<file path="src/rtl/plab4_net_router_input_unit.sv">
// Input unit of a plab4 ring router: val/rdy FIFO for incoming messages plus
// route computation on the head entry, dequeued when the allocator grants a requested port.
module plab4_net_router_input_unit #(
  parameter int unsigned p_router_id    = 0,
  parameter int unsigned p_num_routers  = 8,
  parameter int unsigned p_msg_nbits    = 32,
  parameter int unsigned p_depth        = 4,
  parameter int unsigned p_route_mode   = 0,
  parameter logic [2:0]  p_default_reqs = 3'b001,
  localparam int unsigned c_dest_nbits  = $clog2(p_num_routers)
) (
  input  logic                     clk,
  input  logic                     reset,
  input  logic                     domain,
  input  logic                     in_val,
  output logic                     in_rdy,
  input  logic [c_dest_nbits-1:0]  in_dest,
  input  logic [p_msg_nbits-1:0]   in_msg,
  output logic [2:0]               reqs,
  input  logic [2:0]               grants,
  output logic [p_msg_nbits-1:0]   out_msg,
  output logic [$clog2(p_depth):0] count
);

  localparam int unsigned c_ptr_nbits = $clog2(p_depth);
  localparam int unsigned c_cnt_nbits = c_ptr_nbits + 1;
  localparam int unsigned c_fwd_nbits = c_dest_nbits + 1;

  localparam logic [c_fwd_nbits-1:0]  c_num_routers = c_fwd_nbits'(p_num_routers);
  localparam logic [c_fwd_nbits-1:0]  c_router_id   = c_fwd_nbits'(p_router_id);
  localparam logic [c_fwd_nbits-1:0]  c_half_ring   = c_fwd_nbits'(p_num_routers / 2);
  localparam logic [c_dest_nbits-1:0] c_local_id    = c_dest_nbits'(p_router_id);
  localparam logic [c_cnt_nbits-1:0]  c_full_count  = c_cnt_nbits'(p_depth);

  // The domain label is carried for information-flow tagging only; no logic depends on it.
  logic unused_domain;
  assign unused_domain = domain;

  logic [c_dest_nbits-1:0] dest_q [p_depth];
  logic [p_msg_nbits-1:0]  msg_q  [p_depth];

  logic [c_ptr_nbits-1:0] wr_ptr_q, wr_ptr_d;
  logic [c_ptr_nbits-1:0] rd_ptr_q, rd_ptr_d;
  logic [c_cnt_nbits-1:0] count_q, count_d;

  logic                    enq;
  logic                    deq;
  logic [c_dest_nbits-1:0] head_dest;
  logic [c_fwd_nbits-1:0]  fwd_sum;
  logic [c_fwd_nbits-1:0]  fwd_dist;
  logic [2:0]              route;

  assign in_rdy = !reset && (count_q < c_full_count);
  assign enq    = in_val && in_rdy;

  assign head_dest = dest_q[rd_ptr_q];

  // Forward hop distance modulo the ring size; the extra bit keeps dest + N - id from overflowing.
  assign fwd_sum  = {1'b0, head_dest} + c_num_routers - c_router_id;
  assign fwd_dist = (fwd_sum >= c_num_routers) ? (fwd_sum - c_num_routers) : fwd_sum;

  always_comb begin
    route = p_default_reqs;
    if (head_dest == c_local_id) begin
      route = 3'b010;
    end else if (p_route_mode == 1) begin
      route = (fwd_dist <= c_half_ring) ? 3'b001 : 3'b100;
    end
  end

  assign reqs    = (count_q != '0) ? route : 3'b000;
  assign out_msg = msg_q[rd_ptr_q];
  assign count   = count_q;
  assign deq     = |(reqs & grants);

  always_comb begin
    wr_ptr_d = wr_ptr_q;
    rd_ptr_d = rd_ptr_q;
    count_d  = count_q;
    if (enq) begin
      wr_ptr_d = wr_ptr_q + c_ptr_nbits'(1);
    end
    if (deq) begin
      rd_ptr_d = rd_ptr_q + c_ptr_nbits'(1);
    end
    if (enq && !deq) begin
      count_d = count_q + c_cnt_nbits'(1);
    end else if (deq && !enq) begin
      count_d = count_q - c_cnt_nbits'(1);
    end
  end

  always_ff @(posedge clk or posedge reset) begin
    if (reset) begin
      wr_ptr_q <= '0;
      rd_ptr_q <= '0;
      count_q  <= '0;
    end else begin
      wr_ptr_q <= wr_ptr_d;
      rd_ptr_q <= rd_ptr_d;
      count_q  <= count_d;
    end
  end

  // Payload storage is deliberately not reset; entries are only visible through count.
  always_ff @(posedge clk) begin
    if (enq) begin
      dest_q[wr_ptr_q] <= in_dest;
      msg_q[wr_ptr_q]  <= in_msg;
    end
  end

endmodule

</file>
<file path="config.mk">
export PLATFORM = sky130hd
export DESIGN_NAME = plab4_net_router_input_unit
export DESIGN_NICKNAME = d
export VERILOG_FILES = /design/src/rtl/plab4_net_router_input_unit.sv
export SDC_FILE = /design/constraint.sdc
export NUM_CORES = 1
export LEC_CHECK = 0
export ABC_CLOCK_PERIOD_IN_PS = 2800
export CORE_MARGIN = 1
export CORE_UTILIZATION = 45
export CTS_BUF_LIST = sky130_fd_sc_hd__clkbuf_8 sky130_fd_sc_hd__clkbuf_16
export DETAILED_ROUTE_END_ITERATION = 6
export PLACE_DENSITY_LB_ADDON = 0.3
export SYNTH_ARGS = -nofsm -noshare
export SYNTH_HDL_FRONTEND = slang
export SYNTH_SLANG_ARGS = --single-unit
</file>
<file path="constraint.sdc">
create_clock -name clk -period 2.8 [get_ports clk]
set_input_delay 0.56 -clock clk [delete_from_list [all_inputs] [get_ports clk]]
set_output_delay 0.56 -clock clk [all_outputs]
set_load 0.03 [all_outputs]
</file>
==> results.ini <==
[timing]
holdWs_ns=0.416
fin_crit_ns=2.59
max_freq_ghz=0.386
final-setup-viol-count=0
report.final.hold_viol_count=0
drv_slew=0
timing.clock.skew_ns=0.00439
final_min_period_over_clock_period=0.925
layout_setup_ws_ns=0.210
totalNegativeSetupSlack_ns=0
rsz0062_at_grt=false

[final_layout]
flow.area_growth_from_synthesis_pct=29.5
antenna-diode-count=0
number_of_nets_at_the_end_of_the_flow=379
filler_cell_count=845
layout-drive-gt1-share=0.224
final_cell_mix=edfxtp_1, clkdlybuf4s50_1, dlygate4sd2_1, mux4_2, clkbuf_16
postLayoutCoreUtil=0.610
final_common_cell=edfxtp_1

[placement]
gpl.final_weighted_congestion=0.671
io_buffer_count=77
place_worst_setup_slack_ns=0.209
post_dp_hpwl_um=5430

[worst_setup_path]
arrival_ns=2.03
path_max_fanout=26
setup.worst_path.end_class=primary output
worstSetupPathDepth=3
timing.critical_path.from_type=flop
logic_depth_of_the_worst_register_to_register_path=11
slowest_stage=mux4_2
worstPathCellList=buf_12, mux4_2, dlygate4sd2_1
cp.required_ns=2.24
timing.critical_path.max_delay_family=buffers and inverters
critPathMaxStageDelay_ns=0.55
startpoint_to_endpoint_class_of_the_critical_path=reg -> out
critical_path_buf_inv_count=2

[die]
floorplan.die.height_um=112
initial_utilization=0.471
core-area_mm2=0.0117
placementRows=39
floorplan.io_pins=81
die_area_mm2=0.0127
die_width_um=112

[global_route]
grt_max_degree=36
globalRoute.totalOverflow=0
grt_first_pass_wirelength_um=14800
grt_usage=0.162
initial_antenna_violation_count=0
number_of_global_route_vias_before_repair=2861

[synth]
synthCells=235
synth-adder-area-share=0.0150
asyncSetResetFlopFracSynth=0.0476
yosys.area_share.xor_xnor=0.00797
synth_enable_flop_cells=140
synth_area_mm2=0.00549
synthDistinctLibCells=29
yosys-top-cells-area=edfxtp_1, mux4_2, dfrtp_1, ha_1, nor2_1
synth-simple-area-share=0.0214
yosys.area.top_type=edfxtp_1
synth_top_family_by_area=multiplexers
postSynthAreaPerCell_um2=23.4
synth_largest_type_area_fraction=0.765
synthesis.nets=283
synth-warning-count=0
flip_flop_and_latch_count_after_synthesis=147
synth_top_flop_cell=edfxtp_1
synth_compound_gate_area_share=0.00661
synth.area.mux_share=0.138
ys_seq_area_frac=0.797

[clock_network]
tritoncts=built
clock_latency_ns=0.41
cts_sinks=147
root_buffer=clkbuf_16
ctsHtreeMaxLevel=4
cts_hold_buffers=0
maximum_buffer_depth_of_the_clock_tree=2
cts-buffers-inserted=17
clk_pin_slew_ns=0.06

[route]
drt-vias-per-instance=5.28
totalWireLength_um=9010
post-route-drc-count=0
detail_route.first_pass.iterations=4
drtAntennaViolNets=0
drt-wirelength-per-cell_um=18.5
drt_iter0_markers=148
dr_total_vias=2573

[pwr]
fin_total_pwr_mw=7.33
sw_frac_of_total=0.305
irDropWorstVdd_v=0.000669
p_leak_nw=2.44
p_clk_frac=0.308
power.net_switching_mw=2.24
intPower_mw=5.09
power_per_cell_area_mw_per_mm2=1030
power.share.sequential=0.373
combinationalPowerShare=0.318

[flow_run]
cap_viol_max_count=0

[status]
run_status=completed

[worst_hold_path]
worst_min_delay_path_class=in -> async

routing by layer:
| metal | vias up | GRT usage | wire length, µm |
|---|---|---|---|
| li1 | 1169 | - | - |
| met1 | 1315 | 0.203 | 3900 |
| met2 | 74 | 0.259 | 4380 |
| met3 | 15 | 0.0508 | 570 |
| met4 | 0 | 0.0800 | 163 |
| met5 | - | 0 | 0 |
state kept, by name, indices dropped and copies added, names as in the netlist:
name	flops
dest_q	12
wr_ptr_q	2
msg_q	128
count	3
rd_ptr_q	2
Yosys cell counts (2+ instances only):
master,number
a21oi_1,2
and3_1,4
buf_1,2
buf_2,4
buf_4,2
dfrtp_1,7
edfxtp_1,140
ha_1,5
inv_1,5
mux4_2,32
nand2_1,2
nor2_1,7
nor3_1,2
nor4_1,2
nor4b_1,2
xnor2_1,2
xor2_1,3
final timing paths:
path,endpoint,start,slack (ns)
worst min-delay path,wr_ptr_q[1],reset,0.42
min in group clk,count[2],count[2],0.55
worst min register to register,count[2],count[2],0.55
worst max register to register,count[2],rd_ptr_q[0],0.31
worst max-delay path,out_msg[30],rd_ptr_q[0],0.21
max in group asynchronous,rd_ptr_q[0],reset,2.15
per-stage QoR:
step,cells,cell area [µm²]
floorplan,235,5490
global placement,455,6540
detailed placement,455,6540
CTS,487,7100
global route,487,7110
finish,487,7110
power groups by stage:
stage	logic (mW)	registers (mW)	clock network (mW)
floorplan	1.61	2.78	0
global placement	2.56	2.77	0
global route	2.51	2.76	2.39
finish	2.33	2.74	2.26
CTS	2.39	2.74	2.29
detailed placement	2.58	2.78	0
cells by family after synthesis:
group / after synthesis
compound gates: 5
fa+ha+maj: 6
buf+inv: 14
mux: 35
other cells: 1
simple gates: 22
xor+xnor: 5
flops: 147
final cells by class:
| type | instances | area, µm² | area share |
|---|---|---|---|
| sequential | 147 | 4380 | 0.616 |
| inverter | 5 | 18.8 | 0.00264 |
| timing repair buffer | 86 | 875 | 0.123 |
| tap | 143 | 179 | 0.0252 |
| clock buffer | 17 | 425 | 0.0598 |
| clock inverter | 15 | 173 | 0.0243 |
| multi-input combinational | 74 | 1060 | 0.149 |
what timing repair did:
item	CTS	global route
gates resized for setup	33	3
buffers inserted	0	0
cloned	0	0
setup endpoints to repair	33	1
Note: power is estimated with default switching activity, not from simulation.
